`config.mk`:
```
export PLATFORM = sky130hd
export DESIGN_NAME = e_alu_iq_flat
export DESIGN_NICKNAME = d
export VERILOG_FILES = /design/src/rtl/e_alu_iq_if.sv /design/src/rtl/e_alu_iq.sv /design/src/flat_wrapper.sv
export SDC_FILE = /design/constraint.sdc
export NUM_CORES = 2
export LEC_CHECK = 0
export CORE_ASPECT_RATIO = 1.75
export CORE_MARGIN = 3
export CORE_UTILIZATION = 42
export DETAILED_ROUTE_END_ITERATION = 10
export PLACE_DENSITY = 0.65
export SLEW_MARGIN = 20
export SYNTH_ARGS = -nofsm -noshare
export SYNTH_HDL_FRONTEND = slang
export SYNTH_SLANG_ARGS = --single-unit
```
`constraint.sdc`:
```
create_clock -name clk -period 31.1 [get_ports clk]
set_clock_uncertainty 0.15 [all_clocks]
set_input_delay 6.22 -clock clk [delete_from_list [all_inputs] [get_ports clk]]
set_output_delay 6.22 -clock clk [all_outputs]
set_load 0.02 [all_outputs]
```
`src/rtl/e_alu_iq_if.sv`:
```
// Bundles the dispatch, wakeup and issue signals of the ALU issue queue.
// The slave view belongs to the queue; the master view belongs to the
// surrounding pipeline (dispatch, writeback and the ALU stage).
interface e_alu_iq_if #(
  parameter int PREG_W = 6,
  parameter int ROB_W  = 6
);
  logic              flush_i;

  logic              dis_valid_i;
  logic              dis_ready_o;
  logic [PREG_W-1:0] dis_r0_tag_i;
  logic [PREG_W-1:0] dis_r1_tag_i;
  logic              dis_r0_rdy_i;
  logic              dis_r1_rdy_i;
  logic [31:0]       dis_r0_i;
  logic [31:0]       dis_r1_i;
  logic [31:0]       dis_pc_i;
  logic [2:0]        dis_grand_op_i;
  logic [2:0]        dis_op_i;
  logic [ROB_W-1:0]  dis_rob_i;
  logic [PREG_W-1:0] dis_wreg_i;

  logic              wk0_valid_i;
  logic              wk1_valid_i;
  logic [PREG_W-1:0] wk0_tag_i;
  logic [PREG_W-1:0] wk1_tag_i;
  logic [31:0]       wk0_data_i;
  logic [31:0]       wk1_data_i;

  logic              iss_valid_o;
  logic              iss_ready_i;
  logic [31:0]       iss_r0_o;
  logic [31:0]       iss_r1_o;
  logic [31:0]       iss_pc_o;
  logic [2:0]        iss_grand_op_o;
  logic [2:0]        iss_op_o;
  logic [ROB_W-1:0]  iss_rob_o;
  logic [PREG_W-1:0] iss_wreg_o;

  modport slave (
    input  flush_i,
    input  dis_valid_i, dis_r0_tag_i, dis_r1_tag_i, dis_r0_rdy_i, dis_r1_rdy_i,
    input  dis_r0_i, dis_r1_i, dis_pc_i, dis_grand_op_i, dis_op_i, dis_rob_i, dis_wreg_i,
    output dis_ready_o,
    input  wk0_valid_i, wk1_valid_i, wk0_tag_i, wk1_tag_i, wk0_data_i, wk1_data_i,
    input  iss_ready_i,
    output iss_valid_o, iss_r0_o, iss_r1_o, iss_pc_o, iss_grand_op_o, iss_op_o,
    output iss_rob_o, iss_wreg_o
  );

  modport master (
    output flush_i,
    output dis_valid_i, dis_r0_tag_i, dis_r1_tag_i, dis_r0_rdy_i, dis_r1_rdy_i,
    output dis_r0_i, dis_r1_i, dis_pc_i, dis_grand_op_i, dis_op_i, dis_rob_i, dis_wreg_i,
    input  dis_ready_o,
    output wk0_valid_i, wk1_valid_i, wk0_tag_i, wk1_tag_i, wk0_data_i, wk1_data_i,
    output iss_ready_i,
    input  iss_valid_o, iss_r0_o, iss_r1_o, iss_pc_o, iss_grand_op_o, iss_op_o,
    input  iss_rob_o, iss_wreg_o
  );
endinterface

```
`src/rtl/e_alu_iq.sv`:
```
// Four-entry compacting issue queue in front of the integer ALU.
// Slot 0 holds the oldest micro-op; valid entries stay packed from slot 0.
// Operands are captured from two wakeup ports and the oldest fully ready
// entry is moved into a single issue register feeding the ALU.
module e_alu_iq #(
  parameter int DEPTH  = 4,
  parameter int PREG_W = 6,
  parameter int ROB_W  = 6
) (
  input  logic          clk,
  input  logic          rst,
  e_alu_iq_if.slave     bus
);
  localparam int CNT_W = $clog2(DEPTH) + 1;
  localparam int IDX_W = $clog2(DEPTH);

  typedef struct packed {
    logic [31:0]       r0;
    logic [31:0]       r1;
    logic [31:0]       pc;
    logic [2:0]        grand_op;
    logic [2:0]        op;
    logic [ROB_W-1:0]  rob;
    logic [PREG_W-1:0] wreg;
  } payload_t;

  typedef struct packed {
    logic              valid;
    logic [PREG_W-1:0] t0;
    logic              rdy0;
    logic [PREG_W-1:0] t1;
    logic              rdy1;
    payload_t          p;
  } entry_t;

  entry_t            q     [DEPTH];
  entry_t            q_nxt [DEPTH];
  logic [CNT_W-1:0]  count;
  logic [CNT_W-1:0]  count_nxt;
  logic              sel_found;
  logic [IDX_W-1:0]  sel_idx;
  payload_t          sel_p;
  logic              xfer;
  logic              accept;
  logic              dis_ready;
  int unsigned       slot;
  entry_t            dis_e;
  logic              iss_valid;
  payload_t          iss_p;

  logic              wk0_v, wk1_v;
  logic [PREG_W-1:0] wk0_t, wk1_t;
  logic [31:0]       wk0_d, wk1_d;

  assign wk0_v = bus.wk0_valid_i;
  assign wk1_v = bus.wk1_valid_i;
  assign wk0_t = bus.wk0_tag_i;
  assign wk1_t = bus.wk1_tag_i;
  assign wk0_d = bus.wk0_data_i;
  assign wk1_d = bus.wk1_data_i;

  // Capture a waiting source from the wakeup ports; port 0 has priority.
  function automatic logic [32:0] wake_src(input logic rdy, input logic [PREG_W-1:0] tag,
                                           input logic [31:0] data);
    logic [32:0] r;
    r = {rdy, data};
    if (!rdy) begin
      if (wk0_v && (tag == wk0_t))      r = {1'b1, wk0_d};
      else if (wk1_v && (tag == wk1_t)) r = {1'b1, wk1_d};
    end
    return r;
  endfunction

  assign dis_ready = (count < CNT_W'(DEPTH));
  assign accept    = bus.dis_valid_i && dis_ready && !bus.flush_i;
  assign xfer      = sel_found && (!iss_valid || bus.iss_ready_i) && !bus.flush_i;
  assign slot      = 32'(count) - 32'(xfer);

  // Oldest entry whose registered source ready bits are both set.
  always_comb begin
    sel_found = 1'b0;
    sel_idx   = '0;
    sel_p     = '0;
    for (int unsigned i = 0; i < DEPTH; i++) begin
      if (!sel_found && q[i].valid && q[i].rdy0 && q[i].rdy1) begin
        sel_found = 1'b1;
        sel_idx   = IDX_W'(i);
        sel_p     = q[i].p;
      end
    end
  end

  // Incoming micro-op, with sources bypassed from same-cycle wakeups.
  always_comb begin
    dis_e            = '0;
    dis_e.valid      = 1'b1;
    dis_e.t0         = bus.dis_r0_tag_i;
    dis_e.t1         = bus.dis_r1_tag_i;
    dis_e.p.pc       = bus.dis_pc_i;
    dis_e.p.grand_op = bus.dis_grand_op_i;
    dis_e.p.op       = bus.dis_op_i;
    dis_e.p.rob      = bus.dis_rob_i;
    dis_e.p.wreg     = bus.dis_wreg_i;
    {dis_e.rdy0, dis_e.p.r0} = wake_src(bus.dis_r0_rdy_i, bus.dis_r0_tag_i, bus.dis_r0_i);
    {dis_e.rdy1, dis_e.p.r1} = wake_src(bus.dis_r1_rdy_i, bus.dis_r1_tag_i, bus.dis_r1_i);
  end

  // Next queue contents: wake, remove-and-compact, then append at the tail.
  // Ascending copy of slot i+1 into i reads slot i+1 before it is overwritten.
  always_comb begin
    for (int unsigned i = 0; i < DEPTH; i++) begin
      q_nxt[i] = q[i];
      if (q[i].valid) begin
        {q_nxt[i].rdy0, q_nxt[i].p.r0} = wake_src(q[i].rdy0, q[i].t0, q[i].p.r0);
        {q_nxt[i].rdy1, q_nxt[i].p.r1} = wake_src(q[i].rdy1, q[i].t1, q[i].p.r1);
      end
    end
    if (xfer) begin
      for (int unsigned i = 0; i < DEPTH - 1; i++) begin
        if (i >= 32'(sel_idx)) q_nxt[i] = q_nxt[i+1];
      end
      q_nxt[DEPTH-1] = '0;
    end
    for (int unsigned i = 0; i < DEPTH; i++) begin
      if (accept && (i == slot)) q_nxt[i] = dis_e;
    end
    count_nxt = count + CNT_W'(accept) - CNT_W'(xfer);
  end

  // Queue state; flush empties it and drops any same-cycle dispatch.
  always_ff @(posedge clk or posedge rst) begin
    if (rst) begin
      for (int unsigned i = 0; i < DEPTH; i++) q[i] <= '0;
      count <= '0;
    end else if (bus.flush_i) begin
      for (int unsigned i = 0; i < DEPTH; i++) q[i] <= '0;
      count <= '0;
    end else begin
      q     <= q_nxt;
      count <= count_nxt;
    end
  end

  // Issue register; holds its contents while the ALU stalls.
  always_ff @(posedge clk or posedge rst) begin
    if (rst) begin
      iss_valid <= 1'b0;
      iss_p     <= '0;
    end else if (bus.flush_i) begin
      iss_valid <= 1'b0;
    end else if (xfer) begin
      iss_valid <= 1'b1;
      iss_p     <= sel_p;
    end else if (bus.iss_ready_i) begin
      iss_valid <= 1'b0;
    end
  end

  assign bus.dis_ready_o    = dis_ready;
  assign bus.iss_valid_o    = iss_valid;
  assign bus.iss_r0_o       = iss_p.r0;
  assign bus.iss_r1_o       = iss_p.r1;
  assign bus.iss_pc_o       = iss_p.pc;
  assign bus.iss_grand_op_o = iss_p.grand_op;
  assign bus.iss_op_o       = iss_p.op;
  assign bus.iss_rob_o      = iss_p.rob;
  assign bus.iss_wreg_o     = iss_p.wreg;
endmodule
```
`src/flat_wrapper.sv`:
```
// flat-port wrapper written by rule: the top's interface ports become plain ports
module e_alu_iq_flat 
#(
  parameter int DEPTH  = 4,
  parameter int PREG_W = 6,
  parameter int ROB_W  = 6
)
  (clk, rst, bus_flush_i, bus_dis_valid_i, bus_dis_r0_tag_i, bus_dis_r1_tag_i, bus_dis_r0_rdy_i, bus_dis_r1_rdy_i, bus_dis_r0_i, bus_dis_r1_i, bus_dis_pc_i, bus_dis_grand_op_i, bus_dis_op_i, bus_dis_rob_i, bus_dis_wreg_i, bus_dis_ready_o, bus_wk0_valid_i, bus_wk1_valid_i, bus_wk0_tag_i, bus_wk1_tag_i, bus_wk0_data_i, bus_wk1_data_i, bus_iss_ready_i, bus_iss_valid_o, bus_iss_r0_o, bus_iss_r1_o, bus_iss_pc_o, bus_iss_grand_op_o, bus_iss_op_o, bus_iss_rob_o, bus_iss_wreg_o);
  e_alu_iq_if #(.PREG_W(PREG_W), .ROB_W(ROB_W)) bus_i ();
  input  logic clk;
  input  logic rst;
  input wire logic [$bits(bus_i.flush_i)-1:0] bus_flush_i;
  input wire logic [$bits(bus_i.dis_valid_i)-1:0] bus_dis_valid_i;
  input wire logic [$bits(bus_i.dis_r0_tag_i)-1:0] bus_dis_r0_tag_i;
  input wire logic [$bits(bus_i.dis_r1_tag_i)-1:0] bus_dis_r1_tag_i;
  input wire logic [$bits(bus_i.dis_r0_rdy_i)-1:0] bus_dis_r0_rdy_i;
  input wire logic [$bits(bus_i.dis_r1_rdy_i)-1:0] bus_dis_r1_rdy_i;
  input wire logic [$bits(bus_i.dis_r0_i)-1:0] bus_dis_r0_i;
  input wire logic [$bits(bus_i.dis_r1_i)-1:0] bus_dis_r1_i;
  input wire logic [$bits(bus_i.dis_pc_i)-1:0] bus_dis_pc_i;
  input wire logic [$bits(bus_i.dis_grand_op_i)-1:0] bus_dis_grand_op_i;
  input wire logic [$bits(bus_i.dis_op_i)-1:0] bus_dis_op_i;
  input wire logic [$bits(bus_i.dis_rob_i)-1:0] bus_dis_rob_i;
  input wire logic [$bits(bus_i.dis_wreg_i)-1:0] bus_dis_wreg_i;
  output wire logic [$bits(bus_i.dis_ready_o)-1:0] bus_dis_ready_o;
  input wire logic [$bits(bus_i.wk0_valid_i)-1:0] bus_wk0_valid_i;
  input wire logic [$bits(bus_i.wk1_valid_i)-1:0] bus_wk1_valid_i;
  input wire logic [$bits(bus_i.wk0_tag_i)-1:0] bus_wk0_tag_i;
  input wire logic [$bits(bus_i.wk1_tag_i)-1:0] bus_wk1_tag_i;
  input wire logic [$bits(bus_i.wk0_data_i)-1:0] bus_wk0_data_i;
  input wire logic [$bits(bus_i.wk1_data_i)-1:0] bus_wk1_data_i;
  input wire logic [$bits(bus_i.iss_ready_i)-1:0] bus_iss_ready_i;
  output wire logic [$bits(bus_i.iss_valid_o)-1:0] bus_iss_valid_o;
  output wire logic [$bits(bus_i.iss_r0_o)-1:0] bus_iss_r0_o;
  output wire logic [$bits(bus_i.iss_r1_o)-1:0] bus_iss_r1_o;
  output wire logic [$bits(bus_i.iss_pc_o)-1:0] bus_iss_pc_o;
  output wire logic [$bits(bus_i.iss_grand_op_o)-1:0] bus_iss_grand_op_o;
  output wire logic [$bits(bus_i.iss_op_o)-1:0] bus_iss_op_o;
  output wire logic [$bits(bus_i.iss_rob_o)-1:0] bus_iss_rob_o;
  output wire logic [$bits(bus_i.iss_wreg_o)-1:0] bus_iss_wreg_o;
  assign bus_i.flush_i = bus_flush_i;
  assign bus_i.dis_valid_i = bus_dis_valid_i;
  assign bus_i.dis_r0_tag_i = bus_dis_r0_tag_i;
  assign bus_i.dis_r1_tag_i = bus_dis_r1_tag_i;
  assign bus_i.dis_r0_rdy_i = bus_dis_r0_rdy_i;
  assign bus_i.dis_r1_rdy_i = bus_dis_r1_rdy_i;
  assign bus_i.dis_r0_i = bus_dis_r0_i;
  assign bus_i.dis_r1_i = bus_dis_r1_i;
  assign bus_i.dis_pc_i = bus_dis_pc_i;
  assign bus_i.dis_grand_op_i = bus_dis_grand_op_i;
  assign bus_i.dis_op_i = bus_dis_op_i;
  assign bus_i.dis_rob_i = bus_dis_rob_i;
  assign bus_i.dis_wreg_i = bus_dis_wreg_i;
  assign bus_dis_ready_o = bus_i.dis_ready_o;
  assign bus_i.wk0_valid_i = bus_wk0_valid_i;
  assign bus_i.wk1_valid_i = bus_wk1_valid_i;
  assign bus_i.wk0_tag_i = bus_wk0_tag_i;
  assign bus_i.wk1_tag_i = bus_wk1_tag_i;
  assign bus_i.wk0_data_i = bus_wk0_data_i;
  assign bus_i.wk1_data_i = bus_wk1_data_i;
  assign bus_i.iss_ready_i = bus_iss_ready_i;
  assign bus_iss_valid_o = bus_i.iss_valid_o;
  assign bus_iss_r0_o = bus_i.iss_r0_o;
  assign bus_iss_r1_o = bus_i.iss_r1_o;
  assign bus_iss_pc_o = bus_i.iss_pc_o;
  assign bus_iss_grand_op_o = bus_i.iss_grand_op_o;
  assign bus_iss_op_o = bus_i.iss_op_o;
  assign bus_iss_rob_o = bus_i.iss_rob_o;
  assign bus_iss_wreg_o = bus_i.iss_wreg_o;
  e_alu_iq #(.DEPTH(DEPTH), .PREG_W(PREG_W), .ROB_W(ROB_W)) u_core (.clk(clk), .rst(rst), .bus(bus_i));
endmodule
```
==> results.py <==
metrics = {
    "route": {
        "drt-pass1-iter-count": 8,
        "drc_errors": 0,
        "via_per_inst": 6.903,
        "drt_iter0_markers": 4693,
        "detail-route-antenna-nets": 0,
        "num_vias": 37010,
        "wl_um": 155400,
        "avgRoutedWirePerCell_um": 28.98,
    },
    "clock_tree": {
        "cts_made_buffers": 68,
        "ctsHoldBuffers": 0,
        "insertion_delay_ns": 0.68,
        "root_buffer": "clkbuf_16",
        "cts_setup_buffers": 0,
        "cts_max_level": 3,
        "clk_pin_slew_worst_paths_ns": 0.07,
        "ctsResizeCount": 0,
        "clockBufferDepth": 3,
        "cts_tree": "yes",
        "cts.sinks": 634,
    },
    "final_layout": {
        "fin_nets": 4361,
        "regArea_sq_um": 15870,
        "drive_above_1_share": 0.08826,
        "fillCellCount": 8300,
        "multi_input_area_sq_um": 19210,
        "syn2layout_area_growth_pct": 15.84,
    },
    "global_route": {
        "grt_util_all_layers": 0.3285,
        "grt_max_degree": 165,
        "antenna_found_initial": 13,
        "grt_pass1_vias": 37000,
        "grt_first_pass_wirelength_um": 231600,
        "overflow": 0,
    },
    "timing": {
        "rsz0062_at_grt": "false",
        "slew_viol_final": 0,
        "timing.final.crit_share": 0.3375,
        "slew_headroom": 0.2062,
        "setup_viol": 0,
        "timing.final.ws_setup_ns": 20.60,
        "tightestPinTransition_ns": 1.191,
        "fin_hold_ws_ns": 0.3269,
        "min_period_ns": 10.50,
        "report.final.hold_viol_count": 0,
        "setup_tns_ns": 0,
        "max_freq_mhz": 95.28,
    },
    "synthesis": {
        "synthesis.area_sq_um": 37070,
        "synth_area_leaders": "dfrtp_1, nand2_1, nor2_1",
        "synthDominantCellAreaShare": 0.4279,
        "synth.distinct_cells": 68,
        "synth_seq_cells": 634,
        "synth_cells": 4172,
        "seq_area_frac_synth": 0.4279,
        "synth_edf_count": 0,
        "syn-num-nets": 4391,
        "synth.most_common_cell": "dfrtp_1",
        "synth-async-reset-ratio": 1.000,
        "yosys.area.top_type": "dfrtp_1",
        "ys_warn_count": 0,
        "synthTopCellsByCount": "dfrtp_1, nand2_1, nor2_1",
        "synth_ff_type": "dfrtp_1",
        "synth.avg_cell_area_sq_um": 8.886,
    },
    "worst_setup_path": {
        "path_max_fanout": 101,
        "crit_path_end_kind": "flop",
        "crit_end": "u_core.q[463]",
        "critPathLaunch": "bus_flush_i",
        "cp.required_ns": 31.43,
        "crit_type": "in -> reg",
        "reg2reg_to": "u_core.q[463]",
        "cp-start-kind": "primary input",
        "reg2reg_depth": 13,
        "reg2reg_from": "u_core.q[386]",
        "ff2ff_setup_slack_ns": 25.70,
        "arrival_ns": 10.83,
    },
    "die": {
        "rows": 143,
        "core_sq_um": 87130,
        "die_w_um": 230.6,
        "start_util": 0.4255,
        "ioPinCount": 327,
        "fp.dieArea_sq_um": 92010,
        "die_h_um": 399.0,
    },
    "power": {
        "leakage_uw": 0.01676,
        "power.density_nw_per_um2": 47.19,
        "peakVddDrop_uv": 31.44,
    },
    "status": {
        "status": "finished, final reports clean",
    },
    "hold_path": {
        "min_path_type": "reg -> reg",
        "worstHoldPathCells": 2,
    },
    "placed_design": {
        "place_ws_ns": 19.83,
        "gp_congestion": 0.8809,
        "dp_hpwl_um": 89030,
        "io_buffers": 326,
    },
    "run": {
        "drv_cap": 0,
    },
}
## report_power, final
| part | internal [uW] | switching (uW) |
|---|---|---|
| Combinational | 98.6 | 168 |
| Clock | 499 | 372 |
| Sequential | 862 | 27.6 |
| Total | 1460 | 568 |
## how the worst min path moves through the flow
stage,startpoint,endpoint
finish,u_core.bus.iss_r1_o[9],u_core.bus.iss_r1_o[9]
CTS,u_core.bus.iss_r1_o[9],u_core.bus.iss_r1_o[9]
global placement,u_core.bus.iss_r0_o[20],u_core.bus.iss_r0_o[20]
global route,u_core.bus.iss_r1_o[9],u_core.bus.iss_r1_o[9]
detailed placement,u_core.bus.iss_r1_o[9],u_core.bus.iss_r1_o[9]
floorplan,u_core.q[0],u_core.q[0]
## stage by stage
step	cell area (sq um)	util	power (uW)	std cells
CTS	42920	0.4926	2031	5352
detailed placement	40620	0.4662	1164	5232
floorplan	37070	-	1053	4172
finish	42950	0.4929	2027	5361
global route	42940	0.4928	2089	5356
global placement	40620	0.4662	1161	5232
## flip-flops by register name, indices dropped and copies added, names as in the netlist
register and cells:
u_core.bus.iss_valid_o 1, u_core.bus.iss_r0_o 32, u_core.bus.iss_grand_op_o 3, u_core.bus.iss_op_o 3, u_core.bus.iss_pc_o 32, u_core.bus.iss_r1_o 32, u_core.count 3, u_core.bus.iss_wreg_o 6
u_core.bus.iss_rob_o 6, u_core.q 516
## layer usage
metal	part of all wire	up-vias	track usage	routed length, um
li1	-	15550	-	-
met1	0.36	18110	0.3853	55800
met2	0.46	2564	0.5282	71400
met3	0.10	779	0.08255	16270
met4	0.076	10	0.2260	11810
met5	0.00044	-	0	68
## final cells by class
class                      instances  share of cell area
sequential                       634              0.3694
inverter                          48            0.004370
antenna                            9           0.0005244
multi-input combinational       2981              0.4472
clock inverter                    21            0.006875
clock buffer                      99             0.04658
timing repair buffer             409             0.09121
tap                             1160             0.03379
## placed cells by master, fill, tap and decap left out, drive strengths merged, types with 137 or more instances in the layout
master	n
a221oi	137
a22oi	145
a311oi	166
clkdlybuf4s50	324
dfrtp	634
nand2	586
nor2	451
o21ai	255
o221ai	153
o22ai	203
## cell families after synthesis
| logic type | count (synthesis) | share of synthesized area |
|---|---|---|
| flip-flops | 634 | 0.4279 |
| XOR/XNOR | 121 | 0.02858 |
| AND/OR/NAND/NOR | 1219 | 0.1385 |
| adder cells (fa/ha/maj) | 8 | 0.002902 |
| multiplexers | 89 | 0.02791 |
| AO/OA/AOI/OAI | 1544 | 0.3128 |
| buffers and inverters | 557 | 0.06142 |
## worst max-delay path: stages
cell and delay, ns:
clkbuf_8 0.54, nand2b_2 0.25, or2_4 0.23, inv_1 0.14, ha_1 0.25, ha_1 0.18
and3b_1 0.51, nand3_4 0.82, buf_6 0.61, nand2_1 0.16, buf_4 0.51, o221ai_1 0.23
(Power assumes the default switching activity.)
